===== src/rtl/period_meter.sv =====
// ----------------------------------------------------------------------------
// period_meter
//   Measures the number of enabled clock cycles between successive strobes on
//   `tick`. It is the inverse of a prescaled counter: it recovers the division
//   factor from a strobe train. Results can be averaged over 2^AVG_LOG2
//   periods and leave through a valid/ready output register. A missing tick
//   for TIMEOUT enabled cycles drops lock and raises a sticky overflow flag.
//
// Ports
//   clock         in   rising-edge clock
//   reset_n       in   asynchronous active-low reset
//   clock_enable  in   qualifies counting and tick sampling
//   tick          in   event strobe (sampled only when clock_enable=1)
//   period        out  measured / averaged period, WIDTH bits
//   period_valid  out  period holds an unconsumed result
//   period_ready  in   consumer accepts the current result
//   locked        out  a tick has been seen since reset or the last timeout
//   overflow      out  sticky timeout flag, cleared by the next handshake
// ----------------------------------------------------------------------------
module period_meter #(
   parameter int WIDTH    = 12,
   parameter int AVG_LOG2 = 0,
   parameter int TIMEOUT  = 4095
) (
   input  logic             clock,
   input  logic             reset_n,
   input  logic             clock_enable,
   input  logic             tick,
   output logic [WIDTH-1:0] period,
   output logic             period_valid,
   input  logic             period_ready,
   output logic             locked,
   output logic             overflow
);

   localparam int ACC_W = WIDTH + AVG_LOG2;
   // The period counter needs at least one bit even when no averaging is done.
   localparam int PC_W  = (AVG_LOG2 > 0) ? AVG_LOG2 : 1;

   localparam logic [WIDTH-1:0] LP_CNT_LAST = WIDTH'(TIMEOUT - 1);
   // With AVG_LOG2=0 this is 0, so every period is the last one of its group.
   localparam logic [PC_W-1:0]  LP_PC_LAST  = PC_W'((1 << AVG_LOG2) - 1);

   typedef enum logic {
      S_IDLE = 1'b0,
      S_MEAS = 1'b1
   } state_t;

   state_t             r_state;
   logic [WIDTH-1:0]   r_cnt;
   logic [ACC_W-1:0]   r_acc;
   logic [PC_W-1:0]    r_pcnt;
   logic [WIDTH-1:0]   r_period;
   logic               r_valid;
   logic               r_locked;
   logic               r_overflow;

   logic [ACC_W-1:0]   w_n;
   logic [ACC_W-1:0]   w_sum;
   logic [WIDTH-1:0]   w_avg;
   logic               w_meas;
   logic               w_group_done;
   logic               w_result;
   logic               w_timeout;
   logic               w_handshake;

   // N = cnt + 1 always fits WIDTH because cnt never exceeds TIMEOUT-1.
   assign w_n          = ACC_W'(r_cnt) + ACC_W'(1);
   assign w_sum        = r_acc + w_n;
   // Truncating divide by 2^AVG_LOG2; the sum of 2^AVG_LOG2 periods <= TIMEOUT
   // always fits ACC_W, so the quotient fits WIDTH.
   assign w_avg        = w_sum[AVG_LOG2 +: WIDTH];

   assign w_meas       = (r_state == S_MEAS);
   assign w_group_done = (r_pcnt == LP_PC_LAST);
   assign w_result     = clock_enable & tick & w_meas & w_group_done;
   // A tick on the last legal cycle wins over the timeout.
   assign w_timeout    = clock_enable & ~tick & w_meas & (r_cnt == LP_CNT_LAST);
   assign w_handshake  = r_valid & period_ready;

   always_ff @(posedge clock or negedge reset_n) begin
      if (!reset_n) begin
         r_state    <= S_IDLE;
         r_cnt      <= '0;
         r_acc      <= '0;
         r_pcnt     <= '0;
         r_period   <= '0;
         r_valid    <= 1'b0;
         r_locked   <= 1'b0;
         r_overflow <= 1'b0;
      end else begin
         if (clock_enable) begin
            case (r_state)
               S_IDLE: begin
                  // First tick only starts the measurement; no result yet.
                  if (tick) begin
                     r_cnt    <= '0;
                     r_state  <= S_MEAS;
                     r_locked <= 1'b1;
                  end
               end
               S_MEAS: begin
                  if (tick) begin
                     r_cnt <= '0;
                     if (w_group_done) begin
                        r_acc  <= '0;
                        r_pcnt <= '0;
                     end else begin
                        r_acc  <= w_sum;
                        r_pcnt <= r_pcnt + PC_W'(1);
                     end
                  end else if (r_cnt == LP_CNT_LAST) begin
                     // Timeout: drop lock and discard any partial average.
                     r_state  <= S_IDLE;
                     r_locked <= 1'b0;
                     r_cnt    <= '0;
                     r_acc    <= '0;
                     r_pcnt   <= '0;
                  end else begin
                     r_cnt <= r_cnt + WIDTH'(1);
                  end
               end
               default: begin
                  r_state <= S_IDLE;
               end
            endcase
         end

         // Output register: a new result overwrites, an accept alone clears valid.
         if (w_result) begin
            r_period <= w_avg;
            r_valid  <= 1'b1;
         end else if (w_handshake) begin
            r_valid  <= 1'b0;
         end

         // Setting wins over a handshake in the same cycle.
         if (w_timeout) begin
            r_overflow <= 1'b1;
         end else if (w_handshake) begin
            r_overflow <= 1'b0;
         end
      end
   end

   assign period       = r_period;
   assign period_valid = r_valid;
   assign locked       = r_locked;
   assign overflow     = r_overflow;

endmodule


===== config.mk =====
export PLATFORM = sky130hd
export DESIGN_NAME = period_meter
export DESIGN_NICKNAME = d
export VERILOG_FILES = /design/src/rtl/period_meter.sv
export SDC_FILE = /design/constraint.sdc
export NUM_CORES = 1
export LEC_CHECK = 0
export ABC_AREA = 1
export ABC_CLOCK_PERIOD_IN_PS = 3500
export CAP_MARGIN = 20
export CORE_ASPECT_RATIO = 1.75
export CORE_UTILIZATION = 57
export DETAILED_ROUTE_END_ITERATION = 7
export PLACE_DENSITY_LB_ADDON = 0.3
export SLEW_MARGIN = 10
export SYNTH_ARGS = -nofsm -noshare
export SYNTH_HDL_FRONTEND = slang
export SYNTH_SLANG_ARGS = --single-unit

===== constraint.sdc =====
create_clock -name clock -period 3.5 [get_ports clock]
set_input_delay 0.525 -clock clock [delete_from_list [all_inputs] [get_ports clock]]
set_output_delay 0.525 -clock clock [all_outputs]
set_load 0.01 [all_outputs]

==> impl_metrics.xml, run 1 <==
<?xml version="1.0" encoding="UTF-8"?>
<metrics>
  <group name="synthesis">
    <metric name="synth_adder_area_share" unit="">0.0175</metric>
    <metric name="syn_area" unit="um^2">1430</metric>
    <metric name="synth_most_common_cell" unit="">nand2_1</metric>
    <metric name="yosys.area_share.simple" unit="">0.363</metric>
    <metric name="synth_largest_area_cell" unit="">dfrtp_1</metric>
    <metric name="synthCells" unit="">181</metric>
    <metric name="netlist_top_cells_area" unit="">dfrtp_1 49%, nand2_1 22%, inv_1 3.9%, o21ai_0 2.8%, nor2_1 2.4%</metric>
    <metric name="synth_edf_count" unit="">0</metric>
    <metric name="synth_xor_area_frac" unit="">0.0245</metric>
    <metric name="asyncSetResetFlopFracSynth" unit="">1.00</metric>
    <metric name="yosys_most_used_dff" unit="">dfrtp_1</metric>
    <metric name="multiplexer_share_of_the_synthesized_area" unit="">0</metric>
    <metric name="yosysWarnings" unit="">0</metric>
    <metric name="compound_gate_portion_of_the_synthesized_area" unit="">0.0508</metric>
    <metric name="ys_seq_area_frac" unit="">0.491</metric>
    <metric name="synthTopCellsByCount" unit="">83 x nand2_1, 28 x dfrtp_1, 15 x inv_1</metric>
    <metric name="synth_top_family_by_area" unit="">simple AND/OR/NAND/NOR gates</metric>
    <metric name="synth_seq_cells" unit="">28</metric>
    <metric name="synth_top_area_frac" unit="">0.491</metric>
    <metric name="synthesis.nets" unit="">188</metric>
    <metric name="synth.lib_cells_used.distinct" unit="">23</metric>
    <metric name="avgSynthCellArea" unit="um^2">7.89</metric>
  </group>
  <group name="global_routing">
    <metric name="grtUsageMet1" unit="">0.301</metric>
    <metric name="initial_antenna_violation_count" unit="">0</metric>
    <metric name="grt_max_degree" unit="">29</metric>
    <metric name="grt_met2_usage" unit="">0.482</metric>
    <metric name="grt_pass1_vias" unit="">1114</metric>
    <metric name="globalRoute.totalOverflow" unit="">0</metric>
    <metric name="grt_pass1_wl" unit="mm">4.88</metric>
    <metric name="grt_busiest_layer" unit="">met2</metric>
    <metric name="global_route.usage.total" unit="">0.264</metric>
    <metric name="grt.met3_usage" unit="">0.0130</metric>
  </group>
  <group name="setup_path">
    <metric name="timing.critical_path.max_delay_family" unit="">buffers and inverters</metric>
    <metric name="timing.critical_path.required" unit="ns">2.97</metric>
    <metric name="timing.critical_path.to_type" unit="">output pin</metric>
    <metric name="critical_path_class" unit="">flip-flop to output pin</metric>
    <metric name="critPathMaxStageDelay" unit="ns">0.55</metric>
    <metric name="worstSetupStartpointType" unit="">flip-flop</metric>
    <metric name="arrival" unit="ns">1.21</metric>
    <metric name="cp_cell_sequence" unit="">clkdlybuf4s50_1</metric>
    <metric name="path_buf_inv" unit="">1</metric>
    <metric name="critical_path.slowest_cell" unit="">clkdlybuf4s50_1</metric>
    <metric name="crit_fanout" unit="">3</metric>
  </group>
  <group name="cts">
    <metric name="post_cts_resize_count" unit="">0</metric>
    <metric name="cts_tree" unit="">done</metric>
    <metric name="cts_max_path_buffers" unit="">2</metric>
    <metric name="post_cts.repair.setup_buffers" unit="">0</metric>
    <metric name="hold_buffers" unit="">0</metric>
    <metric name="cts-root-buf" unit="">clkbuf_8</metric>
    <metric name="worst_setup_hold_path_clk_slew" unit="ns">0.10</metric>
    <metric name="cts_num_sinks" unit="">28</metric>
    <metric name="clock_h_tree_levels" unit="">1</metric>
    <metric name="tritoncts.num_buffers" unit="">3</metric>
    <metric name="clock_insertion_delay_worst_skew" unit="ns">0.28</metric>
  </group>
  <group name="die">
    <metric name="die_height" unit="um">68.2</metric>
    <metric name="start_util" unit="">0.612</metric>
    <metric name="die_area" unit="um^2">2720</metric>
    <metric name="pin_count" unit="">20</metric>
    <metric name="floorplan.rows" unit="">23</metric>
    <metric name="core_area" unit="um^2">2330</metric>
    <metric name="fp.dieW" unit="um">39.8</metric>
  </group>
  <group name="final_layout">
    <metric name="postLayoutCellArea" unit="um^2">1710</metric>
    <metric name="finish.net_count" unit="">211</metric>
    <metric name="antennaDiodeCount" unit="">0</metric>
    <metric name="drive_above_1_share" unit="">0.0887</metric>
    <metric name="syn_to_final_growth" unit="%">19.9</metric>
    <metric name="finish.utilization" unit="">0.734</metric>
    <metric name="number_of_fillers_in_the_final_layout" unit="">163</metric>
  </group>
  <group name="power_and_ir_drop">
    <metric name="fin_total_pwr" unit="mW">0.665</metric>
    <metric name="power.static_leakage" unit="nW">0.845</metric>
    <metric name="power.ir.vdd_worst" unit="V">0.000381</metric>
    <metric name="p_per_area" unit="nW/um^2">389</metric>
  </group>
  <group name="route">
    <metric name="route.antenna.remaining_nets" unit="">0</metric>
    <metric name="routed_wire_length_per_instance" unit="um">13.1</metric>
    <metric name="detail_route.vias_per_cell" unit="">5.22</metric>
    <metric name="first_iter_violations" unit="">31</metric>
    <metric name="routed-via-count" unit="">1191</metric>
    <metric name="routed_wl" unit="mm">2.99</metric>
    <metric name="drc" unit="">0</metric>
    <metric name="drt-pass1-iter-count" unit="">4</metric>
  </group>
  <group name="sta">
    <metric name="maxSlewHeadroom" unit="">0.634</metric>
    <metric name="max_freq" unit="GHz">0.577</metric>
    <metric name="timing.final.max_slew_violations" unit="">0</metric>
    <metric name="finClkSkew" unit="ns">0.00519</metric>
    <metric name="worst-slew-pin-transition" unit="ns">0.549</metric>
    <metric name="post-route-min-period" unit="ns">1.73</metric>
    <metric name="final_cycle_share" unit="">0.496</metric>
    <metric name="setup_repair_after_global_routing_missed_its_margin" unit="">false</metric>
    <metric name="setup_tns" unit="ns">0</metric>
    <metric name="count_of_endpoints_failing_hold_in_the_final_timing_report" unit="">0</metric>
    <metric name="setup_violation_total_in_the_final_timing_report" unit="">0</metric>
  </group>
  <group name="worst_hold_path">
    <metric name="hp-class" unit="">flip-flop to flip-flop</metric>
  </group>
  <group name="placement">
    <metric name="globalplace.congestion" unit="">0.859</metric>
    <metric name="post_dp_cell_area" unit="um^2">1640</metric>
    <metric name="buffers_on_ports" unit="">19</metric>
    <metric name="dp_hpwl" unit="mm">2.20</metric>
  </group>
  <group name="job">
    <metric name="cap_viol_max_count" unit="">0</metric>
  </group>
  <group name="status">
    <metric name="outcome" unit="">completed</metric>
  </group>
</metrics>
## where the power goes
part	internal, mW	switching, mW	total, mW
combinational	0.0292	0.0369	0.0661
clock	0.153	0.101	0.254
sequential	0.335	0.0106	0.345
total	0.517	0.148	0.665
## final timing paths
path,startpoint,end,slack (ns),cells after the start
setup / recovery,period_valid,period_valid,1.77,1
hold / removal,period[8],period[8],0.48,2
setup reg to reg,r_cnt[0],period[6],1.99,6
hold reg to reg,period[8],period[8],0.48,2
max in group asynchronous,reset_n,r_cnt[11],2.61,2
min in group asynchronous,reset_n,period[11],0.62,2
## registers in the layout, indices dropped and copies added (netlist names)
register / flops
period_valid: 1
r_state: 1
locked: 1
r_cnt: 12
overflow: 1
period: 12
## cells by family (layout without fill, tap and decap cells)
group / Yosys count / after routing
AO/OA/AOI/OAI: 13 / 13
AND/OR/NAND/NOR: 116 / 116
adder cells (fa/ha/maj): 2 / 2
flip-flops: 28 / 28
buffers and inverters: 18 / 40
XOR/XNOR: 4 / 4
## cell type report
| type | instances | area (um^2) | area share |
|---|---|---|---|
| Clock inverter | 1 | 30.0 | 0.0175 |
| Timing Repair Buffer | 20 | 198 | 0.115 |
| Tap cell | 25 | 31.3 | 0.0183 |
| Clock buffer | 3 | 41.3 | 0.0241 |
| Multi-Input combinational cell | 135 | 651 | 0.380 |
| Sequential cell | 28 | 701 | 0.409 |
| Inverter | 16 | 60.1 | 0.0351 |
## cells in the final DEF (no fill, tap or decap), drive strengths merged
cell,netlist,final
nand2,86,86
dfrtp,28,28
clkdlybuf4s50,0,19
inv,16,16
nor2,15,15
o21ai,11,11
nand3,7,7
nand4,5,5
nand3b,3,3
xor2,3,3
clkbuf,0,3
ha,2,2
xnor2,1,1
o22ai,1,1
o21bai,1,1
bufinv,0,1
buf,2,1
## metrics by stage
step | std cells | setup slack [ns] | hold WS (ns)
3_5_place_dp | 224 | 1.58 | 0.464
4_1_cts | 228 | 1.76 | 0.489
3_3_place_gp | 224 | 1.64 | 0.461
2_1_floorplan | 181 | 2.24 | 0.229
6_report | 228 | 1.77 | 0.485
5_1_grt | 228 | 1.73 | 0.502
## metal layers
metal	up-vias	part of all wire
met4	0	0.025
met5	-	0
met1	546	0.42
met2	23	0.54
li1	614	-
met3	8	0.015
Note: power is estimated with default switching activity, not from simulation.
==> run 2, diff against run 1 <==
--- a/config.mk
+++ b/config.mk
@@ -6,10 +6,10 @@
 export NUM_CORES = 1
 export LEC_CHECK = 0
 export ABC_AREA = 1
-export ABC_CLOCK_PERIOD_IN_PS = 3500
+export ABC_CLOCK_PERIOD_IN_PS = 1610
 export CAP_MARGIN = 20
 export CORE_ASPECT_RATIO = 1.75
-export CORE_UTILIZATION = 57
+export CORE_UTILIZATION = 53
 export DETAILED_ROUTE_END_ITERATION = 7
 export PLACE_DENSITY_LB_ADDON = 0.3
 export SLEW_MARGIN = 10
==> constraint.sdc (replaced) <==
create_clock -name clock -period 1.61 [get_ports clock]
set_input_delay 0.2415 -clock clock [delete_from_list [all_inputs] [get_ports clock]]
set_output_delay 0.2415 -clock clock [all_outputs]
set_load 0.01 [all_outputs]
==> run 2 against run 1 <==
Net effect:
- first-iteration DRC count fell by 6.5%
- power rose by 100%
- sequential power rose by 120%
- design area rose by 0.44%
- critical path type is now flip-flop to flip-flop
- routed wire length rose by 7.3%
==> impl_metrics.xml, run 2 (synthesis results as in run 1) <==
<?xml version="1.0" encoding="UTF-8"?>
<metrics>
  <group name="setup_path">
    <metric name="critical_path.most_common_cell" unit="">nand2_1</metric>
    <metric name="critPathMaxStageDelay" unit="ns">0.44</metric>
    <metric name="arrival" unit="ns">1.61</metric>
    <metric name="critical_path.slowest_cell" unit="">dfrtp_1</metric>
    <metric name="timing.critical_path.required" unit="ns">1.77</metric>
    <metric name="setup.worst_path.end" unit="">r_cnt[5]</metric>
    <metric name="crit_path_from" unit="">r_cnt[0]</metric>
    <metric name="worstReg2RegStart" unit="">r_cnt[0]</metric>
    <metric name="crit_fanout" unit="">6</metric>
    <metric name="worst-r2r-cell-count" unit="">9</metric>
    <metric name="timing.critical_path.max_delay_family" unit="">simple AND/OR/NAND/NOR gates</metric>
    <metric name="timing.critical_path.depth" unit="">9</metric>
    <metric name="setup.reg_to_reg.worst_slack" unit="ns">0.16</metric>
    <metric name="path_buf_inv" unit="">2</metric>
    <metric name="timing.critical_path.to_type" unit="">flip-flop</metric>
    <metric name="cp_cell_sequence" unit="">inv_1 &gt; ha_1 &gt; nand2_1 &gt; nor2_2 &gt; nand3_4 &gt; nand2_2 &gt; inv_2 &gt; nand2_1 &gt; nand2_1</metric>
    <metric name="worst_r2r_endpoint" unit="">r_cnt[5]</metric>
    <metric name="critical_path_class" unit="">flip-flop to flip-flop</metric>
    <metric name="worstSetupStartpointType" unit="">flip-flop</metric>
  </group>
  <group name="cts">
    <metric name="hold_buffers" unit="">0</metric>
    <metric name="clock_insertion_delay_worst_skew" unit="ns">0.27</metric>
    <metric name="post_cts_resize_count" unit="">0</metric>
    <metric name="cts_max_path_buffers" unit="">2</metric>
    <metric name="tritoncts.num_buffers" unit="">3</metric>
    <metric name="cts-root-buf" unit="">clkbuf_8</metric>
    <metric name="worst_setup_hold_path_clk_slew" unit="ns">0.10</metric>
    <metric name="cts_tree" unit="">done</metric>
    <metric name="post_cts.repair.setup_buffers" unit="">0</metric>
    <metric name="cts_num_sinks" unit="">28</metric>
    <metric name="clock_h_tree_levels" unit="">1</metric>
  </group>
  <group name="sta">
    <metric name="setup_repair_after_global_routing_missed_its_margin" unit="">false</metric>
    <metric name="setup_violation_total_in_the_final_timing_report" unit="">0</metric>
    <metric name="max_freq" unit="GHz">0.690</metric>
    <metric name="timing.final.max_slew_violations" unit="">0</metric>
    <metric name="post-route-min-period" unit="ns">1.45</metric>
    <metric name="count_of_endpoints_failing_hold_in_the_final_timing_report" unit="">0</metric>
    <metric name="finClkSkew" unit="ns">0.00805</metric>
    <metric name="final_cycle_share" unit="">0.900</metric>
    <metric name="setup_tns" unit="ns">0</metric>
    <metric name="maxSlewHeadroom" unit="">0.755</metric>
    <metric name="worst-slew-pin-transition" unit="ns">0.367</metric>
  </group>
  <group name="die">
    <metric name="die_height" unit="um">70.7</metric>
    <metric name="die_area" unit="um^2">2910</metric>
    <metric name="pin_count" unit="">20</metric>
    <metric name="fp.dieW" unit="um">41.2</metric>
    <metric name="floorplan.rows" unit="">24</metric>
    <metric name="core_area" unit="um^2">2520</metric>
    <metric name="start_util" unit="">0.566</metric>
  </group>
  <group name="final_layout">
    <metric name="antennaDiodeCount" unit="">0</metric>
    <metric name="leading_cell_type_in_the_layout_fill_and_taps_excluded" unit="">nand2_1</metric>
    <metric name="finish.net_count" unit="">214</metric>
    <metric name="postLayoutCellArea" unit="um^2">1720</metric>
    <metric name="syn_to_final_growth" unit="%">20.4</metric>
    <metric name="drive_above_1_share" unit="">0.102</metric>
    <metric name="most_frequent_cells_in_the_layout" unit="">83 x nand2_1, 28 x dfrtp_1, 19 x clkdlybuf4s50_1</metric>
  </group>
  <group name="placement">
    <metric name="buffers_on_ports" unit="">19</metric>
    <metric name="post_dp_cell_area" unit="um^2">1660</metric>
    <metric name="globalplace.congestion" unit="">0.843</metric>
    <metric name="dp_hpwl" unit="mm">2.49</metric>
  </group>
  <group name="status">
    <metric name="outcome" unit="">completed</metric>
  </group>
  <group name="route">
    <metric name="drt-pass1-iter-count" unit="">4</metric>
    <metric name="route.antenna.remaining_nets" unit="">0</metric>
    <metric name="routed-via-count" unit="">1263</metric>
    <metric name="detail_route.vias_per_cell" unit="">5.44</metric>
    <metric name="routed_wire_length_per_instance" unit="um">13.8</metric>
    <metric name="drc" unit="">0</metric>
    <metric name="routed_wl" unit="mm">3.21</metric>
    <metric name="first_iter_violations" unit="">29</metric>
  </group>
  <group name="worst_hold_path">
    <metric name="hp-class" unit="">input pin to asynchronous set/reset pin</metric>
  </group>
  <group name="global_routing">
    <metric name="grt_pass1_wl" unit="mm">5.38</metric>
    <metric name="initial_antenna_violation_count" unit="">0</metric>
    <metric name="global_route.usage.total" unit="">0.263</metric>
    <metric name="globalRoute.totalOverflow" unit="">0</metric>
    <metric name="grt_max_degree" unit="">29</metric>
    <metric name="grt_pass1_vias" unit="">1285</metric>
  </group>
  <group name="power_and_ir_drop">
    <metric name="p_per_area" unit="nW/um^2">777</metric>
    <metric name="power.static_leakage" unit="nW">0.852</metric>
    <metric name="power.ir.vdd_worst" unit="V">0.000575</metric>
  </group>
  <group name="job">
    <metric name="cap_viol_max_count" unit="">0</metric>
  </group>
</metrics>
[run 2: cell count changes in the layout (fill, tap and decap cells not counted)]
cell / before / now
buf_4: 1 / 4
bufinv_16: 1 / 0
clkbuf_8: 3 / 4
[run 2: per-stage QoR]
stage	std cells	total power, mW	utilization	hold WS (ns)	worst slack, ns
after detailed placement	228	0.917	0.660	0.464	0.0972
after global placement	228	0.913	0.660	0.458	0.172
after floorplan	181	0.832	-	-0.0541	0.351
after CTS	232	1.34	0.682	0.359	0.159
after global routing	232	1.38	0.682	0.391	0.0275
final	232	1.34	0.682	0.342	0.161
[run 2: worst min-delay path by stage]
| stage | start | end | slack, ns | cells after the start |
|---|---|---|---|---|
| 6_report | reset_n | period[6] | 0.34 | 2 |
| 2_1_floorplan | reset_n | locked | -0.05 | 0 |
| 3_5_place_dp | period[6] | period[6] | 0.46 | 2 |
| 4_1_cts | reset_n | period[8] | 0.36 | 2 |
| 3_3_place_gp | locked | locked | 0.46 | 2 |
| 5_1_grt | reset_n | period[6] | 0.39 | 2 |
[run 2: cell type report]
type	count	area (um^2)
Fill cell	215	803
Sequential cell	28	701
Multi-Input combinational cell	135	651
Timing Repair Buffer	23	220
Inverter	16	60.1
Clock buffer	4	55.1
Tap cell	26	32.5
[run 2: metal layers]
layer  track usage  share of wire  vias up
li1              -              -      615
met1         0.290           0.38      619
met2         0.483           0.58       25
met3        0.0188          0.020        4
met4        0.0824          0.012        0
met5             0              0        -
[run 2: where the power goes]
| part | leakage [nW] | internal (mW) | switching (mW) | total, mW |
|---|---|---|---|---|
| clock | 0.0288 | 0.219 | 0.214 | 0.433 |
| sequential | 0.378 | 0.728 | 0.0223 | 0.750 |
| combinational | 0.445 | 0.0679 | 0.0848 | 0.153 |
| total | 0.852 | 1.01 | 0.321 | 1.34 |
==> variant: new RTL, flow settings as in run 1 <==
Register the input `period_ready` before use. The logic sees it one clock later. The other inputs are not delayed to match.
--- a/src/rtl/period_meter.sv
+++ b/src/rtl/period_meter.sv
@@ -48,2 +48,8 @@
 
+   logic period_ready_q;
+
+   always_ff @(posedge clock) begin
+      period_ready_q <= period_ready;
+   end
+
    state_t             r_state;
@@ -78,3 +84,3 @@
    assign w_timeout    = clock_enable & ~tick & w_meas & (r_cnt == LP_CNT_LAST);
-   assign w_handshake  = r_valid & period_ready;
+   assign w_handshake  = r_valid & period_ready_q;
 
Behaviour: not the same (Yosys sat finds a counterexample within 4 cycles, from zero or initial values and one cycle with reset_n low).
==> variant against run 1 <==
Sequential cell count increased by 1; core utilization increased by 2.1 points; combinational power increased by 7.9%; worst hold slack got worse by 0.025 ns; setup slack improved by 0.017 ns; design area increased by 2.9%; power increased by 11%; synthesized area increased by 1.4%; count of clock-buffer cells in the layout increased by 4; routed wire length increased by 11%; largest cell class unchanged; largest power group unchanged.
==> variant: results (changes against run 1) <==
Slew HR = 59.2% (-4.2 points)
Worst R2R Setup Slack = 1.97 ns (-0.02 ns)
share of layout cells above drive strength 1 = 10.6% (+1.7 points)
status = completed
GR Util All Layers = 30.5% (+4.1 points)
crit path DAT = 1.93 ns (+0.72 ns)
Worst R2R Path Depth = 9 (+3)
worst hold path cell count = 1 (-1)
HPWL Detailed = 2.34 mm (+6.3%)
vias per inst = 5.36 (+2.7%)
nets = 214 (+1.4%)
Place WS = 1.57 ns (-0.0115 ns)
NonClk Buf Share = 11.2% (-0.33 points)
CTS buffer count = 5 (+2)
asr flop ratio synth = 96.6% (-3.4 points)
Synth Net Count = 189 (+0.53%)
Static Leakage = 0.000872 uW (+3.2%)
worst vdd ir = 0.334 mV (-12%)
initial DRC count = 39 (+26%)
# H-tree levels = 2 (+1)
Worst path slowest cell = o21ai_2
Final Skew = 0.00445 ns (-0.000737 ns)
R2R Path End = r_cnt[6]$_DFFE_PN0P_
ClkCell Share = 5.75% (+1.6 points)
number of global-route vias before repair = 1249 (+12%)
Max FO, Critical Path = 14 (+11)
Distinct cells, synth = 24 (+4.3%)
clock buffer count = 7 (+4)
Seq/total area = 40.9% (about the same)
[variant: changes by cell type after synthesis]
cell	change
dfxtp_1	+1
[variant: worst max path at each step]
stage | startpoint | endpoint | slack [ns]
after floorplan | r_cnt[0]$_DFFE_PN0P_ | r_cnt[11]$_DFFE_PN0P_ | 2.24
after global placement | tick | r_cnt[10]$_DFFE_PN0P_ | 1.63
after detailed placement | tick | r_cnt[10]$_DFFE_PN0P_ | 1.57
after CTS | period_valid$_DFFE_PN0P_ | period_valid | 1.77
after global routing | tick | r_cnt[10]$_DFFE_PN0P_ | 1.71
final | tick | r_cnt[10]$_DFFE_PN0P_ | 1.78
[variant: cell families (layout without fill, tap and decap cells)]
kind of cell,Yosys count,in the layout,synth area share (%)
and+or+nand+nor,116,116,35.8
DFF,29,29,49.8
buffers and inverters,18,44,5.27
AOI/OAI and AO/OA,13,13,5.01
xor gates and xnor gates,4,4,2.42
adders and majority gates,2,2,1.73
[variant: routing by layer]
metal	share of wire, %	GRT usage (%)
met4	6.5	25.4
met5	0	0
met1	36	26.9
met3	2.7	6.09
met2	55	54.0
[variant: per-stage QoR]
stage | hold WS [ns] | std cells | total power (uW) | cell area, um^2
after detailed placement | 0.445 | 225 | 435 | 1660
after global placement | 0.436 | 225 | 430 | 1660
final | 0.460 | 233 | 738 | 1760
after global routing | 0.489 | 233 | 761 | 1760
after CTS | 0.468 | 233 | 740 | 1760
after floorplan | 0.229 | 182 | 395 | 1450
[variant: worst register-to-register path: cells and delay by family (launching register included)]
| family | cells | cell delay [ns] |
|---|---|---|
| simple gates | 6 | 0.56 |
| flops | 1 | 0.44 |
| buf+inv | 2 | 0.25 |
| fa+ha+maj | 1 | 0.17 |
[variant: report_power, final]
group	internal (uW)	switching (uW)
clock network	177	131
logic	29.5	41.8
registers	347	10.6
total	554	184
